==> src/rtl/iter_counter_pkg.sv <==
// iter_counter_pkg
// Shared definitions for the iteration sequencer: FSM state encoding and the
// default count/limit width.
//
// Optional feature macro used by the files of this block: ITER_COUNTER_DOWN_EN
// (adds a down-count direction to iter_counter).
package iter_counter_pkg;

    // Default width of count and limit; the maximum run length is 2^WIDTH steps.
    localparam int DEFAULT_WIDTH = 4;

    // FSM state encoding.
    typedef logic [1:0] state_t;

    localparam state_t ST_IDLE = 2'b00;
    localparam state_t ST_RUN  = 2'b01;
    localparam state_t ST_DONE = 2'b10;

endpackage : iter_counter_pkg

==> src/rtl/add_sub.sv <==
// add_sub
// Combinational adder/subtractor. The result wraps modulo 2^WIDTH.
//
// Ports:
//   a      : first operand
//   b      : second operand
//   sub    : 0 -> a + b, 1 -> a - b
//   result : sum or difference, WIDTH bits
module add_sub #(
    parameter int WIDTH = 4
) (
    input  logic [WIDTH-1:0] a,
    input  logic [WIDTH-1:0] b,
    input  logic             sub,
    output logic [WIDTH-1:0] result
);

    // Single shared add/subtract path selected by sub.
    always_comb begin
        if (sub) begin
            result = a - b;
        end else begin
            result = a + b;
        end
    end

endmodule : add_sub

==> src/rtl/iter_counter_step.sv <==
// iter_step
// One iteration step of the sequencer: the incremented or decremented count
// and the flag saying the current count is the terminal one.
//
// Ports:
//   count      : current iteration index
//   limit_q    : terminal count captured at start
//   dir        : 0 -> count up towards limit_q, 1 -> count down towards 0
//   next_count : count +/- 1, modulo 2^WIDTH
//   at_term    : count equals the terminal target (limit_q, or 0 when dir=1)
module iter_step #(
    parameter int WIDTH = 4
) (
    input  logic [WIDTH-1:0] count,
    input  logic [WIDTH-1:0] limit_q,
    input  logic             dir,
    output logic [WIDTH-1:0] next_count,
    output logic             at_term
);

    localparam logic [WIDTH-1:0] STEP_ONE = WIDTH'(1'b1);

    logic [WIDTH-1:0] target_s;

    add_sub #(
        .WIDTH (WIDTH)
    ) u_add_sub (
        .a      (count),
        .b      (STEP_ONE),
        .sub    (dir),
        .result (next_count)
    );

    // Terminal target: the captured limit when counting up, zero when counting down.
    always_comb begin
        if (dir) begin
            target_s = {WIDTH{1'b0}};
        end else begin
            target_s = limit_q;
        end
    end

    assign at_term = (count == target_s);

endmodule : iter_step

==> src/rtl/iter_counter.sv <==
// iter_counter
// Iteration sequencer for multi-cycle ALU operations (Booth multiply,
// restoring divide). Control issues start with a terminal count, the datapath
// steps it with enable, and done pulses one cycle after the final step.
//
// Optional feature macro: ITER_COUNTER_DOWN_EN
//   defined   : adds input 'down'; a run started with down=1 loads count with
//               limit and decrements to 0 (still limit+1 steps).
//   undefined : up-count only.
//
// Ports:
//   clk    : rising-edge clock
//   reset  : synchronous active-high reset, clears all state
//   start  : begin a run (honoured in IDLE or DONE only)
//   limit  : terminal count, sampled with start
//   enable : advance one iteration (RUN only)
//   abort  : cancel an active run without a done pulse
//   down   : (ITER_COUNTER_DOWN_EN only) count direction, sampled with start
//   count  : current iteration index
//   busy   : high while in RUN
//   last   : combinational, final iteration in progress
//   done   : registered one-cycle pulse after the final iteration
module iter_counter
    import iter_counter_pkg::*;
#(
    parameter int WIDTH = DEFAULT_WIDTH
) (
    input  logic             clk,
    input  logic             reset,
    input  logic             start,
    input  logic [WIDTH-1:0] limit,
    input  logic             enable,
    input  logic             abort,
`ifdef ITER_COUNTER_DOWN_EN
    input  logic             down,
`endif
    output logic [WIDTH-1:0] count,
    output logic             busy,
    output logic             last,
    output logic             done
);

    state_t           state_r;
    state_t           state_nx_s;
    logic [WIDTH-1:0] count_r;
    logic [WIDTH-1:0] count_nx_s;
    logic [WIDTH-1:0] limit_r;
    logic [WIDTH-1:0] limit_nx_s;
    logic             busy_r;
    logic             done_r;
    logic             dir_s;
    logic             dir_nx_s;
    logic [WIDTH-1:0] step_count_s;
    logic             at_term_s;
    logic [WIDTH-1:0] start_count_s;

`ifdef ITER_COUNTER_DOWN_EN
    logic dir_r;

    assign dir_s    = dir_r;
    assign dir_nx_s = down;
`else
    assign dir_s    = 1'b0;
    assign dir_nx_s = 1'b0;
`endif

    iter_step #(
        .WIDTH (WIDTH)
    ) u_step (
        .count      (count_r),
        .limit_q    (limit_r),
        .dir        (dir_s),
        .next_count (step_count_s),
        .at_term    (at_term_s)
    );

    // Count value loaded by start: the limit for a down run, zero for an up run.
    always_comb begin
        if (dir_nx_s) begin
            start_count_s = limit;
        end else begin
            start_count_s = {WIDTH{1'b0}};
        end
    end

    // Next-state logic; abort outranks start, start outranks enable.
    always_comb begin
        state_nx_s = state_r;
        count_nx_s = count_r;
        limit_nx_s = limit_r;
        case (state_r)
            ST_IDLE, ST_DONE: begin
                if (abort) begin
                    state_nx_s = ST_IDLE;
                end else if (start) begin
                    state_nx_s = ST_RUN;
                    count_nx_s = start_count_s;
                    limit_nx_s = limit;
                end else begin
                    state_nx_s = ST_IDLE;
                end
            end
            ST_RUN: begin
                if (abort) begin
                    state_nx_s = ST_IDLE;
                end else if (enable) begin
                    // Termination by equality: the count never wraps past the target.
                    if (at_term_s) begin
                        state_nx_s = ST_DONE;
                    end else begin
                        count_nx_s = step_count_s;
                    end
                end else begin
                    state_nx_s = ST_RUN;
                end
            end
            default: begin
                state_nx_s = ST_IDLE;
            end
        endcase
    end

    // State, count, captured limit and the registered busy/done flags.
    always_ff @(posedge clk) begin
        if (reset) begin
            state_r <= ST_IDLE;
            count_r <= {WIDTH{1'b0}};
            limit_r <= {WIDTH{1'b0}};
            busy_r  <= 1'b0;
            done_r  <= 1'b0;
        end else begin
            state_r <= state_nx_s;
            count_r <= count_nx_s;
            limit_r <= limit_nx_s;
            busy_r  <= (state_nx_s == ST_RUN);
            done_r  <= (state_nx_s == ST_DONE);
        end
    end

`ifdef ITER_COUNTER_DOWN_EN
    // Direction is captured only when a run is actually launched.
    always_ff @(posedge clk) begin
        if (reset) begin
            dir_r <= 1'b0;
        end else if (((state_r == ST_IDLE) || (state_r == ST_DONE)) && !abort && start) begin
            dir_r <= dir_nx_s;
        end else begin
            dir_r <= dir_r;
        end
    end
`endif

    assign count = count_r;
    assign busy  = busy_r;
    assign done  = done_r;
    assign last  = busy_r && at_term_s;

endmodule : iter_counter

==> config.mk <==
export PLATFORM = sky130hd
export DESIGN_NAME = iter_counter
export DESIGN_NICKNAME = d
export VERILOG_FILES = /design/src/rtl/iter_counter_pkg.sv /design/src/rtl/add_sub.sv /design/src/rtl/iter_counter_step.sv /design/src/rtl/iter_counter.sv
export SDC_FILE = /design/constraint.sdc
export NUM_CORES = 1
export LEC_CHECK = 0
export CAP_MARGIN = 10
export CORE_AREA = 2 2 39 41
export DETAILED_ROUTE_END_ITERATION = 8
export DIE_AREA = 0 0 41 43
export PLACE_DENSITY = 0.74
export SLEW_MARGIN = 25
export SYNTH_ARGS = -nofsm -noshare
export SYNTH_HDL_FRONTEND = slang
export SYNTH_SLANG_ARGS = --single-unit
==> constraint.sdc <==
create_clock -name clk -period 4.7 [get_ports clk]
set_clock_uncertainty 0.1 [all_clocks]
set_input_delay 0.47 -clock clk [delete_from_list [all_inputs] [get_ports clk]]
set_output_delay 0.47 -clock clk [all_outputs]
set_load 0.005 [all_outputs]
==> metrics.cfg, run 1 <==
[synthesis]
ys.flop_type=dfxtp_1
synth_most_common_cell=dfxtp_1
yosysSeqAreaShare_pct=42.2
syn_avg_cell_area_um2=10.2
yosys.area.top_type=dfxtp_1
yosys_register_bits=12
synth-edff-count=0
synthArstFlopShare_pct=0
synth.area.top_cells=dfxtp_1 42%, mux2i_1 7.0%, xor2_1 6.2%, nor2_1 5.9%, nor3_1 4.4%
syn_nets=66
synth_top_area_share_pct=42.2
netlist_top_cells_count=12 x dfxtp_1, 9 x nor2_1, 5 x nor3_1
syn_area_um2=569
yosysUniqueCellTypes=23
synth_cells=56
ys_warn_count=0

[drt]
drt_iter0_markers=14
first_pass_iters=4
drcViolationCount=0
avgViaCountPerCell=5.16
ant_nets=0
drt-total-wl_mm=1.12
wire_per_inst_um=12.5
num_vias=464

[worst_setup_path]
cp_slowest_cell=clkdlybuf4s50_1
critPathArrivalTime_ps=2040
path_max_fanout=8
r2r_end=count[2]
rr_worst_depth=4
cp_cell_sequence=xor2_1 > nor4_4 > and2_2 > clkdlybuf4s50_1
end_kind=primary output
max_stage_delay_ps=500
crit_path_start_kind=flop
reg2reg_slack_ps=3010
critPathKind=flop to primary output
crit_required_ps=4130
r2r-start=state_r[0]

[sta]
tns_ps=0
slew_headroom_pct=56.2
hold_ws_ps=417
drv_slew=0
grt_setup_unrepaired=no
fin_crit_sh_pct=55.5
worst_pin_slew_ps=655
hold_viol_final=0
timing.final.ws_setup_ps=2090
setup_viol=0
max_clock_freq_mhz=384
final.min_clock_period_ps=2610

[floorplan]
fp.coreArea_um2=1380
die_x_um=41
dieArea_um2=1760
io_pins=16
num_rows=14
die_y_um=43
initial_core_util_pct=41.1

[cells_and_area]
area_growth_pct=35.6
drive_gt1_share_pct=20.3
fillCellCount=144
n_antenna_cell=0
final_nets=85
layout.cells.non_filler=90

[pwr]
leakage_nw=0.321
p_switching_mw=0.0493
powerDensity_nw_per_um2=280
max-vdd-ir-drop_mv=0.168
pwr-share-clk_pct=37.4
internal_power_mw=0.167
total_power_mw=0.216
netSwitchingFraction_pct=22.8
p_seq_share_pct=49.2
power_frac_comb_pct=13.4

[cts]
cts_max_path_buffers=2
insertion_delay_ps=270
cts_max_level=1
numCtsBuffers=3
tritoncts=done
cts.clk_slew.worst_paths_ps=70
root_buffer=clkbuf_4
clock_sinks=12
post_cts_resized=0
cts_setup_buffers=0
postCtsHoldBufs=0

[grt]
grt_pass1_wl_mm=1.81
busiest_layer=met2
grt-ovfl-total=0
use_met2_pct=20.9
met3_usage_pct=1.57
grt_antenna_before_repair=0
grt_pass1_vias=437
grt_max_degree=15
gr-usage-all-layers_pct=15.3
grtUsageMet1_pct=20.8

[placed_design]
preCtsSetupSlack_ps=2380
port-buffer-count=15
dpl.hpwl_um=870
gp_congestion=0.724
dp.cells=86

[min_path]
hold_path.startpoint=limit_r[0]
min_path_type=flop to flop
hold_end=limit_r[0]
whs_path_depth=2

[outcome]
status=complete, no violations

[flow_run]
maxCapViolations=0

[sequential cells by signal, summed over array words and instances (netlist names)]
name / count
count: 4
limit_r: 4
state_r: 2
busy: 1
done: 1
[per-stage QoR]
stage | instance area, µm² | utilization [%]
6_report | 772 | 55.8
5_1_grt | 772 | 55.8
4_1_cts | 772 | 55.8
3_5_place_dp | 736 | 53.2
3_3_place_gp | 736 | 53.2
2_1_floorplan | 569 | -
[worst max-delay path by stage]
| stage | start | end | cells past startpoint |
|---|---|---|---|
| 3_3_place_gp | count[0] | last | 4 |
| 6_report | count[0] | last | 4 |
| 5_1_grt | count[0] | last | 4 |
| 2_1_floorplan | count[0] | last | 3 |
| 3_5_place_dp | count[0] | last | 4 |
| 4_1_cts | count[0] | last | 4 |
[layer usage]
metal	part of all wire, %	up-vias	wire length [µm]
met5	0	-	0
met4	1.7	0	19
met3	1.4	2	16
met2	48	8	543
met1	48	214	544
li1	-	240	-
[logic make-up after synthesis]
| kind of cell | share of synthesized area, % |
|---|---|
| buffers and inverters | 1.32 |
| and+or+nand+nor | 28.6 |
| AOI/OAI and AO/OA | 9.89 |
| xor gates and xnor gates | 6.15 |
| adders and majority gates | 2.20 |
| muxes | 9.67 |
| DFF | 42.2 |
[critical path, delay by kind of cell, from the launching register on]
family	cells	cell delay, ps
buffers and inverters	1	500
xor gates and xnor gates	1	210
and+or+nand+nor	2	710
DFF	1	360
[placed cells by master (no fill, tap or decap)]
| cell type | synthesis | layout |
|---|---|---|
| mux2_4 | 1 | 1 |
| nand3_1 | 1 | 1 |
| nor2_1 | 9 | 9 |
| nor2_2 | 1 | 1 |
| nor4_4 | 1 | 1 |
| ha_1 | 1 | 1 |
| nand2_1 | 1 | 1 |
| clkbuf_4 | 0 | 3 |
| nor3b_2 | 1 | 1 |
| nor3b_1 | 3 | 3 |
| and2_2 | 1 | 1 |
| nor3_1 | 5 | 5 |
| nor2b_1 | 1 | 1 |
| o41ai_1 | 1 | 1 |
| mux2i_1 | 4 | 4 |
| o311a_2 | 2 | 2 |
| clkbuf_8 | 0 | 1 |
| dfxtp_1 | 12 | 12 |
| o211ai_1 | 1 | 1 |
| or3b_2 | 1 | 1 |
| xor2_1 | 4 | 4 |
| and3b_2 | 1 | 1 |
| clkdlybuf4s50_1 | 0 | 15 |
| a21o_2 | 2 | 2 |
| inv_1 | 1 | 1 |
[power groups by stage]
| stage | sequential [mW] | clock (mW) | combinational [mW] |
|---|---|---|---|
| 2_1_floorplan | 0.109 | 0 | 0.0168 |
| 3_3_place_gp | 0.109 | 0 | 0.0285 |
| 3_5_place_dp | 0.109 | 0 | 0.0289 |
| 4_1_cts | 0.106 | 0.0826 | 0.0291 |
| 5_1_grt | 0.107 | 0.0902 | 0.0315 |
| 6_report | 0.106 | 0.0809 | 0.0289 |
[final cells by class]
type	instances	area, µm²	share of cell area [%]
clock buffers	4	36.3	4.70
inverters	1	3.75	0.486
multi-input cells	42	322	41.7
flip-flops and latches	12	240	31.1
well taps	16	20.0	2.59
repair buffers	15	150	19.4
No activity file was read; power rests on OpenSTA's default activity.
==> inputs of run 2 (changes only) <==
--- a/config.mk
+++ b/config.mk
@@ -6,10 +6,10 @@
 export NUM_CORES = 1
 export LEC_CHECK = 0
 export CAP_MARGIN = 10
-export CORE_AREA = 2 2 39 41
+export CORE_MARGIN = 2
+export CORE_UTILIZATION = 40
 export DETAILED_ROUTE_END_ITERATION = 8
-export DIE_AREA = 0 0 41 43
-export PLACE_DENSITY = 0.74
+export PLACE_DENSITY = 0.72
 export SLEW_MARGIN = 25
 export SYNTH_ARGS = -nofsm -noshare
 export SYNTH_HDL_FRONTEND = slang
==> constraint.sdc (replaced) <==
create_clock -name clk -period 2.2 [get_ports clk]
set_clock_uncertainty 0.1 [all_clocks]
set_input_delay 0.22 -clock clk [delete_from_list [all_inputs] [get_ports clk]]
set_output_delay 0.22 -clock clk [all_outputs]
set_load 0.005 [all_outputs]
==> run 2 against run 1 <==
Compared with the run above: register-to-register slack got worse by 2500 ps; combinational power is 140% higher; power grew 98%; first-iteration DRC count decreased by 43%; core utilization grew 4.0 points; sequential share of layout area down 0.48 points; routed wire length up 3.5%; sequential power up 110%; hold slack improved by 10 ps; die area is 1.2% lower; critical path type unchanged; largest cell class unchanged; highest routed layer unchanged.
==> metrics.cfg, run 2 (synthesis gave the netlist of run 1 again) <==
[flow_run]
maxCapViolations=0  ; unchanged

[grt]
grt_pass1_wl_mm=2.06  ; +14%
grt_max_degree=14  ; -1
gr-usage-all-layers_pct=15.3  ; -0.070 points
grt_antenna_before_repair=0  ; unchanged
grt-ovfl-total=0  ; unchanged
grt_pass1_vias=464  ; +6.2%

[sta]
worst_pin_slew_ps=299  ; -356 ps
hold_viol_final=0  ; unchanged
tns_ps=0  ; unchanged
drv_slew=0  ; unchanged
timing.final.ws_setup_ps=105  ; -1990 ps
max_clock_freq_mhz=477
slew_headroom_pct=80.0  ; +24 points
fin_crit_sh_pct=95.2
grt_setup_unrepaired=no
setup_viol=0  ; unchanged
final.min_clock_period_ps=2090

[pwr]
power_frac_comb_pct=16.0  ; +2.6 points
p_switching_mw=0.102  ; +110%
p_seq_share_pct=53.2  ; +4.0 points
pwr-share-clk_pct=30.8  ; -6.6 points
powerDensity_nw_per_um2=542  ; +94%
netSwitchingFraction_pct=24.0  ; +1.2 points
leakage_nw=0.335  ; +4.1%
max-vdd-ir-drop_mv=0.477  ; +180%
internal_power_mw=0.325  ; +95%

[cells_and_area]
final_cell_mix=15 x clkdlybuf4s50_1, 11 x dfxtp_1, 9 x nor2_1
final_nets=89  ; +4.7%
final_common_cell=clkdlybuf4s50_1
drive_gt1_share_pct=24.7  ; +4.4 points
fillCellCount=113  ; -22%
area_growth_pct=38.5
n_antenna_cell=0  ; unchanged

[drt]
ant_nets=0  ; unchanged
drt-total-wl_mm=1.16  ; +3.5%
wire_per_inst_um=12.6  ; +1.2%
drt_iter0_markers=8  ; -6
drcViolationCount=0  ; unchanged
num_vias=492  ; +6.0%
first_pass_iters=4  ; unchanged
avgViaCountPerCell=5.35  ; +3.7%

[worst_setup_path]
end_kind=primary output
crit_path_start_kind=flop
cp_cell_sequence=xor2_1 > nor4_4 > and2_2 > clkdlybuf4s50_1
path_buf_inv=1  ; unchanged
cp_slowest_cell=clkdlybuf4s50_1
max_stage_delay_ps=490  ; about the same
critPathKind=flop to primary output
cp_top_family=buffers and inverters
critPathArrivalTime_ps=1770  ; -270 ps
crit_required_ps=1880  ; -2250 ps
path_max_fanout=5  ; -3

[cts]
numCtsBuffers=3  ; unchanged
tritoncts=done
cts_max_path_buffers=2  ; unchanged
cts.clk_slew.worst_paths_ps=70  ; about the same
cts_max_level=1  ; unchanged
insertion_delay_ps=270  ; about the same
clock_sinks=12  ; unchanged
root_buffer=clkbuf_4

[floorplan]
dieArea_um2=1740  ; -1.2%
io_pins=16  ; unchanged
num_rows=13  ; -1
fp.coreArea_um2=1320  ; -4.8%
die_x_um=41.7  ; +1.8%
initial_core_util_pct=43.2  ; +2.1 points
die_y_um=41.7  ; -3.0%

[min_path]
min_path_type=flop to flop

[placed_design]
preCtsSetupSlack_ps=114  ; -2260 ps
port-buffer-count=15  ; unchanged
dpl.hpwl_um=863  ; -0.90%
gp_congestion=0.860  ; +19%

[outcome]
status=complete, no violations

[run 2: final timing paths]
path | slack (ps) | cells past startpoint | from | to
setup / recovery | 110 | 4 | count[1] | last
hold reg to reg | 430 | 2 | limit_r[1] | limit_r[1]
hold / removal | 430 | 2 | limit_r[1] | limit_r[1]
setup reg to reg | 490 | 5 | count[0] | count[2]
[run 2: power groups by stage]
stage          sequential, mW  clock, mW  combinational, mW
5_1_grt                 0.228      0.148             0.0755
2_1_floorplan           0.232          0             0.0358
3_5_place_dp            0.233          0             0.0645
4_1_cts                 0.228      0.135             0.0686
3_3_place_gp            0.233          0             0.0633
6_report                0.227      0.132             0.0683
[run 2: what timing repair did]
item | CTS | global route
buffers inserted | 1 | 0
pin swaps | 1 | 0
endpoints found under the setup margin | 1 | 1
gates resized for setup | 0 | 1
hold buffers | 0 | 0
hold endpoints to repair | 0 | 0
[run 2: through the flow]
step           utilization (%)  cells  area, µm²  hold WS, ps  total power [mW]
6_report                  59.8     92        788          428             0.428
5_1_grt                   59.8     92        788          461             0.452
4_1_cts                   59.7     92        787          436             0.431
3_5_place_dp              57.5     88        757          416             0.297
3_3_place_gp              57.5     88        757          405             0.296
2_1_floorplan                -     56        569          267             0.268
[run 2: layout make-up]
class | count | area (µm²) | share of cell area (%)
multi-input cells | 42 | 322 | 40.8
repair buffers | 19 | 180 | 22.9
inverters | 1 | 3.75 | 0.476
well taps | 15 | 18.8 | 2.38
flip-flops and latches | 12 | 241 | 30.6
clock buffers | 3 | 22.5 | 2.86
[run 2: per-layer routing]
| layer | up-vias | routed length, µm | share of wire [%] | track usage (%) |
|---|---|---|---|---|
| met5 | - | 0 | 0 | 0 |
| met4 | 0 | 11 | 0.95 | 3.87 |
| met3 | 2 | 77 | 6.6 | 6.09 |
| met2 | 17 | 521 | 45 | 22.5 |
| met1 | 225 | 553 | 48 | 20.6 |
| li1 | 248 | - | - | - |
[run 2: tightest hold or removal path, stage by stage (launching register included)]
cell	delay, ps
dfxtp_1	350
mux2i_1	70
nor2_1	70
